### src/rtl/isa_pkg.sv
// Instruction-set constants shared by the encoder and the control unit:
// kind codes, category bits, ALU opcodes, field positions and loader states.
package isa_pkg;

  localparam logic [1:0] KIND_DP  = 2'b00;
  localparam logic [1:0] KIND_LS  = 2'b01;
  localparam logic [1:0] KIND_BR  = 2'b10;
  localparam logic [1:0] KIND_ILL = 2'b11;

  localparam logic [1:0] CAT_DP = 2'b00;
  localparam logic [1:0] CAT_LS = 2'b01;
  localparam logic [2:0] CAT_BR = 3'b101;

  localparam logic [3:0] OP_ADD         = 4'b0000;
  localparam logic [3:0] OP_SUB         = 4'b0001;
  localparam logic [3:0] OP_RSB         = 4'b0010;
  localparam logic [3:0] OP_ADC         = 4'b0011;
  localparam logic [3:0] OP_SBC         = 4'b0100;
  localparam logic [3:0] OP_AND         = 4'b0101;
  localparam logic [3:0] OP_OR          = 4'b0110;
  localparam logic [3:0] OP_XOR         = 4'b0111;
  localparam logic [3:0] OP_NOT_A       = 4'b1000;
  localparam logic [3:0] OP_PASS_B      = 4'b1001;
  localparam logic [3:0] OP_LSL         = 4'b1010;
  localparam logic [3:0] OP_LSR         = 4'b1011;
  localparam logic [3:0] OP_A_AND_NOT_B = 4'b1100;
  localparam logic [3:0] OP_MAX         = 4'b1100;

  localparam int unsigned COND_LSB   = 28;
  localparam int unsigned CAT_LSB    = 26;
  localparam int unsigned BR_CAT_LSB = 25;
  localparam int unsigned I_BIT      = 25;
  localparam int unsigned P_BIT      = 24;
  localparam int unsigned LINK_BIT   = 24;
  localparam int unsigned U_BIT      = 23;
  localparam int unsigned B_BIT      = 22;
  localparam int unsigned W_BIT      = 21;
  localparam int unsigned OPC_LSB    = 21;
  localparam int unsigned S_BIT      = 20;
  localparam int unsigned RN_LSB     = 16;
  localparam int unsigned RD_LSB     = 12;

  typedef enum logic [2:0] {
    ST_IDLE = 3'd0,
    ST_WB0  = 3'd1,
    ST_WB1  = 3'd2,
    ST_WB2  = 3'd3,
    ST_WB3  = 3'd4
  } wr_state_e;

endpackage

### src/rtl/instr_pack.sv
// Combinational packer: decoded instruction fields to the 32-bit word,
// flagging records the decoder could never have produced.
module instr_pack
  import isa_pkg::*;
(
  input  logic [1:0]  kind_i,
  input  logic [3:0]  cond_i,
  input  logic        i_i,
  input  logic [3:0]  opcode_i,
  input  logic        s_i,
  input  logic        p_i,
  input  logic        u_i,
  input  logic        b_i,
  input  logic        w_i,
  input  logic        link_i,
  input  logic [3:0]  rn_i,
  input  logic [3:0]  rd_i,
  input  logic [23:0] imm_i,
  output logic [31:0] word_o,
  output logic        illegal_o
);

  always_comb begin
    word_o                   = '0;
    illegal_o                = 1'b0;
    word_o[COND_LSB +: 4]    = cond_i;
    case (kind_i)
      KIND_DP: begin
        word_o[CAT_LSB +: 2] = CAT_DP;
        word_o[I_BIT]        = i_i;
        word_o[OPC_LSB +: 4] = opcode_i;
        word_o[S_BIT]        = s_i;
        word_o[RN_LSB +: 4]  = rn_i;
        word_o[RD_LSB +: 4]  = rd_i;
        word_o[11:0]         = imm_i[11:0];
        illegal_o            = (opcode_i > OP_MAX);
      end
      KIND_LS: begin
        word_o[CAT_LSB +: 2] = CAT_LS;
        word_o[I_BIT]        = i_i;
        word_o[P_BIT]        = p_i;
        word_o[U_BIT]        = u_i;
        word_o[B_BIT]        = b_i;
        word_o[W_BIT]        = w_i;
        word_o[S_BIT]        = s_i;
        word_o[RN_LSB +: 4]  = rn_i;
        word_o[RD_LSB +: 4]  = rd_i;
        word_o[11:0]         = imm_i[11:0];
      end
      KIND_BR: begin
        word_o[BR_CAT_LSB +: 3] = CAT_BR;
        word_o[LINK_BIT]        = link_i;
        word_o[23:0]            = imm_i;
      end
      default: illegal_o = 1'b1;
    endcase
  end

endmodule

### src/rtl/instr_word_encoder.sv
// Program loader: accepts field records, packs them into instruction words and
// streams each word big-endian into byte-wide memory at an incrementing address.
module instr_word_encoder
  import isa_pkg::*;
#(
  parameter int ADDR_W    = 8,
  parameter int BASE_ADDR = 0,
  parameter int MAX_WORDS = 64
) (
  input  logic                             clk,
  input  logic                             rst_n,
  input  logic                             clear,
  input  logic                             in_valid,
  output logic                             in_ready,
  input  logic [1:0]                       in_kind,
  input  logic [3:0]                       in_cond,
  input  logic                             in_i,
  input  logic [3:0]                       in_opcode,
  input  logic                             in_s,
  input  logic                             in_p,
  input  logic                             in_u,
  input  logic                             in_b,
  input  logic                             in_w,
  input  logic                             in_link,
  input  logic [3:0]                       in_rn,
  input  logic [3:0]                       in_rd,
  input  logic [23:0]                      in_imm,
  output logic                             mem_we,
  output logic [ADDR_W-1:0]                mem_addr,
  output logic [7:0]                       mem_wdata,
  output logic [31:0]                      word_out,
  output logic [$clog2(MAX_WORDS+1)-1:0]   word_count,
  output logic                             full,
  output logic                             err
);

  localparam int CNT_W = $clog2(MAX_WORDS + 1);

  wr_state_e         state_q, state_d;
  logic [31:0]       word_q, word_d;
  logic [CNT_W-1:0]  cnt_q, cnt_d;
  logic              err_q, err_d;
  logic              we_q, we_d;
  logic [ADDR_W-1:0] addr_q, addr_d;
  logic [7:0]        wdata_q, wdata_d;

  logic [31:0]       packed_word;
  logic              illegal;
  logic              accept;
  logic [ADDR_W-1:0] word_base;

  instr_pack u_pack (
    .kind_i    (in_kind),
    .cond_i    (in_cond),
    .i_i       (in_i),
    .opcode_i  (in_opcode),
    .s_i       (in_s),
    .p_i       (in_p),
    .u_i       (in_u),
    .b_i       (in_b),
    .w_i       (in_w),
    .link_i    (in_link),
    .rn_i      (in_rn),
    .rd_i      (in_rd),
    .imm_i     (in_imm),
    .word_o    (packed_word),
    .illegal_o (illegal)
  );

  assign full      = (cnt_q == CNT_W'(MAX_WORDS));
  assign in_ready  = (state_q == ST_IDLE) & ~full & ~clear & rst_n;
  assign accept    = in_valid & in_ready;
  assign word_base = ADDR_W'(BASE_ADDR) + ADDR_W'({cnt_q, 2'b00});

  // Memory port outputs are registered from the next state, so each WBk
  // cycle already presents its own address and byte.
  always_comb begin
    state_d = state_q;
    word_d  = word_q;
    cnt_d   = cnt_q;
    err_d   = err_q;
    we_d    = we_q;
    addr_d  = addr_q;
    wdata_d = wdata_q;
    case (state_q)
      ST_IDLE: begin
        we_d = 1'b0;
        if (clear) begin
          cnt_d = '0;
          err_d = 1'b0;
        end else if (accept) begin
          if (illegal) begin
            err_d = 1'b1;
          end else begin
            word_d  = packed_word;
            state_d = ST_WB0;
            we_d    = 1'b1;
            addr_d  = word_base;
            wdata_d = packed_word[31:24];
          end
        end
      end
      ST_WB0: begin
        state_d = ST_WB1;
        addr_d  = addr_q + ADDR_W'(1);
        wdata_d = word_q[23:16];
      end
      ST_WB1: begin
        state_d = ST_WB2;
        addr_d  = addr_q + ADDR_W'(1);
        wdata_d = word_q[15:8];
      end
      ST_WB2: begin
        state_d = ST_WB3;
        addr_d  = addr_q + ADDR_W'(1);
        wdata_d = word_q[7:0];
      end
      ST_WB3: begin
        state_d = ST_IDLE;
        we_d    = 1'b0;
        cnt_d   = cnt_q + CNT_W'(1);
      end
      default: begin
        state_d = ST_IDLE;
        we_d    = 1'b0;
      end
    endcase
  end

  always_ff @(posedge clk) begin
    if (!rst_n) begin
      state_q <= ST_IDLE;
      word_q  <= '0;
      cnt_q   <= '0;
      err_q   <= 1'b0;
      we_q    <= 1'b0;
      addr_q  <= '0;
      wdata_q <= '0;
    end else begin
      state_q <= state_d;
      word_q  <= word_d;
      cnt_q   <= cnt_d;
      err_q   <= err_d;
      we_q    <= we_d;
      addr_q  <= addr_d;
      wdata_q <= wdata_d;
    end
  end

  assign mem_we     = we_q;
  assign mem_addr   = addr_q;
  assign mem_wdata  = wdata_q;
  assign word_out   = word_q;
  assign word_count = cnt_q;
  assign err        = err_q;

endmodule
### config.mk
export PLATFORM = sky130hd
export DESIGN_NAME = instr_word_encoder
export DESIGN_NICKNAME = d
export VERILOG_FILES = /design/src/rtl/isa_pkg.sv /design/src/rtl/instr_pack.sv /design/src/rtl/instr_word_encoder.sv
export SDC_FILE = /design/constraint.sdc
export NUM_CORES = 1
export LEC_CHECK = 0
export CAP_MARGIN = 20
export CORE_MARGIN = 1
export CORE_UTILIZATION = 49
export DETAILED_ROUTE_END_ITERATION = 10
export PLACE_DENSITY_LB_ADDON = 0.25
export RECOVER_POWER = 25
export SYNTH_ARGS = -nofsm -noshare
export SYNTH_HDL_FRONTEND = slang
export SYNTH_HIERARCHICAL = 1
export SYNTH_SLANG_ARGS = --single-unit
### constraint.sdc
create_clock -name clk -period 6.25 [get_ports clk]
set_input_delay 1.25 -clock clk [delete_from_list [all_inputs] [get_ports clk]]
set_output_delay 1.25 -clock clk [all_outputs]
set_load 0.02 [all_outputs]
==> flow_summary.json, run 1 <==
{
  "drt_iter0_drc": 230,
  "ctsResizeCount": 0,
  "synth_ff_type": "dfxtp_1",
  "hold_path.class": "reg -> reg",
  "fp.dieArea_sq_um": 6950,
  "place_area_sq_um": 4260,
  "grt_pass1_vias": 3019,
  "rsz0062_at_grt": "false",
  "wl_per_cell_um": 16.0,
  "ys_warn_count": 6,
  "finalCritPeriodShare_pct": 82.6,
  "synthAdderAreaFrac_pct": 3.47,
  "vias": 3323,
  "ys_ff_latch": 60,
  "cp_max_fo": 47,
  "gr-total-overflow": 0,
  "n_antenna_cell": 0,
  "cap_violations": 0,
  "fill_cells": 527,
  "clock_latency_ns": 0.33,
  "numCtsBuffers": 9,
  "die_w_um": 83.3,
  "cp.arrival_ns": 3.91,
  "die_y_um": 83.3,
  "hpwlAfterDp_um": 6380,
  "synthSimpleGateAreaFrac_pct": 25.9,
  "critPathRequiredTime_ns": 5.00,
  "hold_buffers": 0,
  "max_slew_margin_pct": 29.1,
  "power.density_nw_per_um2": 278,
  "finalHoldViolCount": 0,
  "pre_cts_slack_ns": 1.66,
  "seq_area_sq_um": 1200,
  "synth_compound_area_share_pct": 20.6,
  "clk_path_buf_depth": 2,
  "tightest_slew_ns": 1.06,
  "multi_input_area_sq_um": 1800,
  "path_clk_slew_ns": 0.07,
  "num_rows": 29,
  "leakage_nw": 1.63,
  "cts_setup_buffers": 0,
  "vias_per_cell": 5.83,
  "drtAntennaViolNets": 0,
  "period_minus_slack_ns": 5.16,
  "fin_cells": 570,
  "cts_root_buffer": "clkbuf_8",
  "totalNegativeSetupSlack_ns": 0,
  "grt_use_total_pct": 26.1,
  "yosysSeqAreaShare_pct": 37.1,
  "fmax_mhz": 194,
  "cts_tree": "built",
  "synth_area_sq_um": 3240,
  "place.gp.congestion": 0.824,
  "synth_xor_area_share_pct": 0.540,
  "drc": 0,
  "power_mw": 1.26,
  "antenna_found_initial": 0,
  "synth_mux_area_share_pct": 4.75,
  "async_flop_share_pct": 0,
  "final_area_sq_um": 4510,
  "synth_edf_count": 0,
  "area_delta_synth_final_pct": 39.2,
  "grt_max_degree": 48,
  "finClkSkew_ns": 0.0113,
  "dp.cells": 552,
  "synth_cell_types": 48,
  "avgSynthCellArea_sq_um": 8.15,
  "synthCells": 398,
  "grt_pass1_wl_um": 14800,
  "final_layout_size_suffix_gt1_share_pct": 9.53,
  "status": "complete, no violations",
  "maxSlewViolCount": 0,
  "synth_nets": 460,
  "coreArea_sq_um": 6390,
  "nNetsFinal": 550,
  "path_class": "in -> out",
  "worst_slack_ns": 1.09,
  "setup_violations": 0,
  "htree_levels": 3,
  "end_kind": "primary output",
  "vdd_drop_max_uv": 198,
  "cp-start-kind": "input pin",
  "start_util_pct": 50.8,
  "clock_sinks": 60,
  "first_pass_iters": 5,
  "io_buffer_count": 111,
  "ioPinCount": 112,
  "wl_um": 9120,
  "synth_top_family_by_area": "simple AND/OR/NAND/NOR gates"
}
[logic make-up (layout without fill, tap and decap cells)]
family	after synthesis	after routing
xor+xnor	2	2
buf+inv	43	138
fa+ha+maj	9	9
mux	14	14
simple gates	162	162
flops	60	60
compound gates	108	108
[registers in the layout (all words and copies together), names as in the netlist]
| name | count |
|---|---|
| word_out | 32 |
| mem_addr | 8 |
| mem_wdata | 8 |
| word_count | 7 |
| state_q | 3 |
| err | 1 |
| mem_we | 1 |
[layout by cell type (no fill, tap or decap), types with 3 or more instances in the layout]
| master | instances |
|---|---|
| nand2_1 | 84 |
| nor3_1 | 5 |
| o32ai_1 | 8 |
| o21a_1 | 3 |
| a222oi_1 | 4 |
| a22oi_1 | 3 |
| mux2_2 | 11 |
| o21ai_1 | 8 |
| nand3_1 | 10 |
| clkdlybuf4s50_1 | 89 |
| dlygate4sd3_1 | 22 |
| inv_1 | 5 |
| a31oi_1 | 3 |
| and3_1 | 5 |
| ha_1 | 9 |
| nor3b_1 | 3 |
| dfxtp_1 | 60 |
| nor2b_1 | 4 |
| o31ai_1 | 8 |
| clkbuf_8 | 13 |
| mux2i_1 | 3 |
| buf_4 | 4 |
| o21ai_0 | 13 |
| nand4_1 | 13 |
| a21oi_1 | 48 |
| nor3b_2 | 10 |
| nor2_1 | 16 |
[critical path: stages]
cell and delay [ns]:
dlygate4sd3_1 0.52, clkbuf_1 0.74, inv_1 0.09, buf_4 0.32
nor4_1 0.33, clkdlybuf4s50_1 0.65
[synth_stat cells (8+ instances only)]
cell	n	area, sq um
nand2_1	84	315
dfxtp_1	60	1200
a21oi_1	48	240
nor2_1	16	60.1
clkbuf_1	14	52.6
nand4_1	13	81.3
o21ai_0	13	65.1
mux2_2	11	124
nand3_1	10	50.1
nor3b_2	10	125
ha_1	9	113
buf_2	8	40.0
o21ai_1	8	40.0
o31ai_1	8	60.1
o32ai_1	8	70.1
[where the power goes]
part	internal, mW	switching [mW]
clock	0.258	0.153
sequential	0.418	0.0479
combinational	0.162	0.217
[cell type report]
cell class / count / share of cell area [%]
Multi-Input combinational cell: 295 / 39.9
Timing Repair Buffer: 117 / 25.7
Sequential cell: 60 / 26.6
Clock buffer: 13 / 3.74
Tap cell: 77 / 2.14
Clock inverter: 3 / 1.50
Inverter: 5 / 0.416
[path summary, 6_finish.rpt]
| check | slack [ns] | endpoint | startpoint | cells after the start |
|---|---|---|---|---|
| worst min register to register | 0.45 | mem_we$_SDFFE_PN0N_ | mem_we$_SDFFE_PN0N_ | 2 |
| worst min-delay path | 0.45 | mem_we$_SDFFE_PN0N_ | mem_we$_SDFFE_PN0N_ | 2 |
| worst max register to register | 3.60 | mem_wdata[7]$_SDFFE_PN0P_ | state_q[0]$_SDFFE_PN0P_ | 4 |
| worst max-delay path | 1.09 | in_ready | rst_n | 6 |
[per-stage QoR]
| step | utilization, % | hold slack (ns) |
|---|---|---|
| 3_5_place_dp | 66.7 | 0.445 |
| 3_3_place_gp | 66.7 | 0.443 |
| 5_1_grt | 70.7 | 0.470 |
| 6_report | 70.7 | 0.448 |
| 2_1_floorplan | - | 0.533 |
| 4_1_cts | 70.4 | 0.455 |
[routing by layer]
layer  vias to the layer above  global-route usage, %  part of all wire, %
met5                         -                      0                    0
met4                         0                   11.3                  2.1
met3                        19                   4.87                  7.2
met2                       154                   42.5                   47
met1                      1555                   33.7                   43
li1                       1595                      -                    -
(Power assumes the default switching activity.)
==> inputs of run 2 (changes only) <==
--- a/config.mk
+++ b/config.mk
@@ -7,7 +7,7 @@
 export LEC_CHECK = 0
 export CAP_MARGIN = 20
 export CORE_MARGIN = 1
-export CORE_UTILIZATION = 49
+export CORE_UTILIZATION = 46
 export DETAILED_ROUTE_END_ITERATION = 10
 export PLACE_DENSITY_LB_ADDON = 0.25
 export RECOVER_POWER = 25
==> constraint.sdc (replaced) <==
create_clock -name clk -period 5.1 [get_ports clk]
set_input_delay 1.02 -clock clk [delete_from_list [all_inputs] [get_ports clk]]
set_output_delay 1.02 -clock clk [all_outputs]
set_load 0.02 [all_outputs]
==> flow_summary.json, run 2 (same netlist as run 1, synthesis figures left out) <==
{
  "whs_ns": 0.450,
  "reg2reg_from": "state_q[0]$_SDFFE_PN0P_",
  "ioPinCount": 112,
  "drtAntennaViolNets": 0,
  "totalNegativeSetupSlack_ns": 0,
  "power.density_nw_per_um2": 313,
  "end_kind": "primary output",
  "path_clk_slew_ns": 0.06,
  "cp-start-kind": "input pin",
  "r2r_end": "word_out[7]$_SDFFE_PN0P_",
  "cp_max_fo": 26,
  "first_pass_iters": 5,
  "final_layout_size_suffix_gt1_share_pct": 9.53,
  "critPathLaunch": "rst_n",
  "maxSlewViolCount": 47,
  "die_w_um": 86.0,
  "clock_sinks": 60,
  "hold_buffers": 0,
  "hold_path_depth": 2,
  "n_antenna_cell": 0,
  "setup_violations": 0,
  "nNetsFinal": 550,
  "power_mw": 1.39,
  "dp.cells": 572,
  "finClkSkew_ns": 0.00522,
  "largest_reg_flops": 32,
  "grt_pass1_wl_um": 14200,
  "finalCritPeriodShare_pct": 75.1,
  "vias": 3248,
  "wl_per_cell_um": 14.8,
  "antenna_found_initial": 0,
  "vdd_drop_max_uv": 241,
  "cap_violations": 1,
  "cp.arrival_ns": 2.81,
  "grt_use_total_pct": 24.4,
  "hold_path.class": "reg -> reg",
  "grt_max_degree": 47,
  "r2r_cells": 5,
  "finalHoldViolCount": 0,
  "num_rows": 30,
  "fmax_mhz": 261,
  "area_delta_synth_final_pct": 37.6,
  "grt_pass1_vias": 2977,
  "fin_cells": 589,
  "status": "complete, but fails checks",
  "drc": 0,
  "wl_um": 8750,
  "hpwlAfterDp_um": 6420,
  "cts_setup_buffers": 0,
  "rsz0062_at_grt": "false",
  "final_common_cell": "clkdlybuf4s50_1",
  "cts_tree": "built",
  "cts_root_buffer": "clkbuf_8",
  "clk_path_buf_depth": 2,
  "min_from": "word_out[27]$_SDFFE_PN0P_",
  "die_y_um": 86.0,
  "leakage_nw": 1.60,
  "most-common-layout-cells": "clkdlybuf4s50_1 (89), nand2_1 (84), dfxtp_1 (60)",
  "numCtsBuffers": 9,
  "max_slew_margin_pct": -31.7,
  "period_minus_slack_ns": 3.83,
  "coreArea_sq_um": 6790,
  "path_class": "in -> out",
  "tightest_slew_ns": 1.98,
  "fp.dieArea_sq_um": 7390,
  "place.gp.congestion": 0.853,
  "failed_checks": "capacitance limit, slew limit",
  "start_util_pct": 47.7,
  "ff2ff_setup_slack_ns": 2.80,
  "ctsResizeCount": 0,
  "io_buffer_count": 111,
  "vias_per_cell": 5.51,
  "htree_levels": 3,
  "clock_latency_ns": 0.34,
  "drt_iter0_drc": 153,
  "critPathRequiredTime_ns": 4.08,
  "hold_end": "word_out[27]$_SDFFE_PN0P_",
  "gr-total-overflow": 0
}
## run 2: how the worst max path moves through the flow
stage | endpoint | slack [ns] | cells past startpoint
finish | in_ready | 1.27 | 5
CTS | in_ready | 1.35 | 5
global placement | mem_wdata[3]$_SDFFE_PN0P_ | 1.23 | 10
global route | in_ready | 1.16 | 5
floorplan | in_ready | 1.90 | 4
detailed placement | mem_wdata[6]$_SDFFE_PN0P_ | 1.13 | 10
## run 2: where the power goes
group / total (mW) / internal, mW / leakage [nW] / switching, mW
sequential: 0.571 / 0.513 / 0.485 / 0.0576
combinational: 0.456 / 0.197 / 1.03 / 0.258
clock: 0.369 / 0.186 / 0.0889 / 0.183
total: 1.39 / 0.896 / 1.60 / 0.499
## run 2: routing by layer
metal	up-vias	track usage [%]	share of wire [%]
met3	16	6.06	7.0
li1	1602	-	-
met1	1507	30.3	43
met5	-	0	0
met2	123	40.3	48
met4	0	10.0	1.9
## run 2: worst max-delay path, stage by stage
cell and delay, ns:
dlygate4sd3_1 0.53, buf_4 0.25, inv_1 0.09, nor4_1 0.26, clkdlybuf4s50_1 0.65
## run 2: per-stage QoR
step / area, sq um / util, % / worst slack [ns]
2_1_floorplan: 3240 / - / 1.90
3_3_place_gp: 4290 / 63.1 / 1.23
3_5_place_dp: 4290 / 63.1 / 1.13
4_1_cts: 4460 / 65.6 / 1.35
5_1_grt: 4460 / 65.7 / 1.16
6_report: 4460 / 65.7 / 1.27
## run 2: cell type report
type,instances,area [sq um]
Sequential cell,60,1200
Clock buffer,11,141
Tap cell,96,120
Clock inverter,5,27.5
Timing Repair Buffer,117,1150
Inverter,5,18.8
Fill cell,577,2330
Multi-Input combinational cell,295,1800
==> inputs of run 3 (changes only) <==
--- a/config.mk
+++ b/config.mk
@@ -7,7 +7,7 @@
 export LEC_CHECK = 0
 export CAP_MARGIN = 20
 export CORE_MARGIN = 1
-export CORE_UTILIZATION = 46
+export CORE_UTILIZATION = 41
 export DETAILED_ROUTE_END_ITERATION = 10
 export PLACE_DENSITY_LB_ADDON = 0.25
 export RECOVER_POWER = 25
==> constraint.sdc (replaced) <==
create_clock -name clk -period 3.3 [get_ports clk]
set_input_delay 0.66 -clock clk [delete_from_list [all_inputs] [get_ports clk]]
set_output_delay 0.66 -clock clk [all_outputs]
set_load 0.02 [all_outputs]
==> flow_summary.json, run 3 (same netlist as run 1, synthesis figures left out) <==
{
  "status": "complete, but fails checks",
  "failed_checks": "capacitance limit, slew limit",
  "htree_levels": 3,
  "dp.cells": 585,
  "critPathLaunch": "in_kind[0]",
  "grt_max_degree": 47,
  "drt_iter0_drc": 254,
  "grt_pass1_vias": 3059,
  "n_antenna_cell": 0,
  "ioPinCount": 112,
  "rsz0062_at_grt": "false",
  "pre_cts_slack_ns": 0.127,
  "fp.dieArea_sq_um": 8270,
  "most-common-layout-cells": "clkdlybuf4s50_1 (88), nand2_1 (84), dfxtp_1 (60)",
  "period_minus_slack_ns": 2.95,
  "numCtsBuffers": 9,
  "reg2reg_from": "state_q[2]$_SDFFE_PN0P_",
  "antenna_found_initial": 0,
  "place_area_sq_um": 4350,
  "hold_buffers": 0,
  "cts_root_buffer": "clkbuf_8",
  "worst_slack_ns": 0.355,
  "cp.arrival_ns": 3.06,
  "gr-total-overflow": 0,
  "leakage_nw": 1.64,
  "critPathRequiredTime_ns": 3.42,
  "final_layout_size_suffix_gt1_share_pct": 10.6,
  "vdd_drop_max_uv": 202,
  "final_common_cell": "clkdlybuf4s50_1",
  "clock_latency_ns": 0.32,
  "hpwlAfterDp_um": 6720,
  "nNetsFinal": 556,
  "grt_use_total_pct": 22.7,
  "vias": 3216,
  "clk_path_buf_depth": 2,
  "cp-start-kind": "input pin",
  "path_clk_slew_ns": 0.07,
  "die_y_um": 90.9,
  "wl_per_cell_um": 15.2,
  "totalNegativeSetupSlack_ns": 0,
  "clock_sinks": 60,
  "min_from": "word_out[26]$_SDFFE_PN0P_",
  "vias_per_cell": 5.35,
  "power.density_nw_per_um2": 502,
  "die_w_um": 90.9,
  "ctsResizeCount": 0,
  "grt_pass1_wl_um": 15100,
  "end_kind": "register",
  "largest_reg_flops": 32,
  "coreArea_sq_um": 7690,
  "path_class": "in -> reg",
  "fin_cells": 601,
  "final_area_sq_um": 4550,
  "finalCritPeriodShare_pct": 89.3,
  "drc": 0,
  "io_buffer_count": 111,
  "cts_setup_buffers": 0,
  "start_util_pct": 42.2,
  "maxSlewViolCount": 47,
  "power_mw": 2.28,
  "place.gp.congestion": 0.819,
  "setup_violations": 0,
  "finalHoldViolCount": 0,
  "fmax_mhz": 340,
  "wl_um": 9150,
  "cap_violations": 1,
  "fill_cells": 725,
  "tightest_slew_ns": 2.06,
  "cp_max_fo": 26,
  "hold_path.class": "reg -> reg",
  "max_slew_margin_pct": -37.4,
  "num_rows": 32,
  "cts_tree": "built",
  "first_pass_iters": 4,
  "drtAntennaViolNets": 0,
  "finClkSkew_ns": 0.00756,
  "area_delta_synth_final_pct": 40.3
}
run 3: cell types whose count changed in the layout (fill, tap and decap cells not counted):
cell / before / now
buf_4: 5 / 11
bufinv_16: 0 / 1
clkbuf_8: 10 / 11
clkdlybuf4s50_1: 89 / 88
clkinv_2: 4 / 2
dlygate4sd3_1: 22 / 23
run 3: path summary, 6_finish.rpt:
check | endpoint | slack (ns) | depth (start not counted)
hold reg to reg | word_out[26]$_SDFFE_PN0P_ | 0.45 | 2
setup reg to reg | word_out[10]$_SDFFE_PN0P_ | 1.25 | 5
hold / removal | word_out[26]$_SDFFE_PN0P_ | 0.45 | 2
setup / recovery | word_out[10]$_SDFFE_PN0P_ | 0.35 | 10
run 3: cell type report:
cell class | instances | area (sq um) | share of cell area [%]
Sequential cell | 60 | 1200 | 26.4
Inverter | 5 | 18.8 | 0.413
Clock buffer | 12 | 155 | 3.41
Timing Repair Buffer | 123 | 1200 | 26.3
Clock inverter | 4 | 47.5 | 1.05
Tap cell | 102 | 128 | 2.81
Multi-Input combinational cell | 295 | 1800 | 39.6
run 3: worst max-delay path, stage by stage:
cell and delay, ns:
dlygate4sd3_1 0.62, inv_1 0.11, ha_1 0.24, o2111ai_1 0.10
o21ai_0 0.16, nand4bb_1 0.33, a211o_1 0.41, buf_4 0.27
nand2_1 0.10, a21oi_1 0.06
run 3: power breakdown:
group	internal, mW	switching (mW)	total (mW)	leakage, nW
clock network	0.388	0.287	0.675	0.102
registers	0.793	0.0697	0.862	0.485
logic	0.315	0.431	0.746	1.06
total	1.50	0.788	2.28	1.64
run 3: stage by stage:
stage / hold slack (ns) / util (%)
3_3_place_gp: 0.443 / 56.6
6_report: 0.455 / 59.2
5_1_grt: 0.463 / 59.2
3_5_place_dp: 0.451 / 56.6
2_1_floorplan: 0.533 / -
4_1_cts: 0.460 / 59.2
run 3: metal layers:
layer	global-route usage [%]	up-vias	share of wire (%)
li1	-	1606	-
met1	29.5	1486	46
met2	37.0	113	46
met3	5.05	11	6.1
met4	7.80	0	1.2
met5	0	-	0
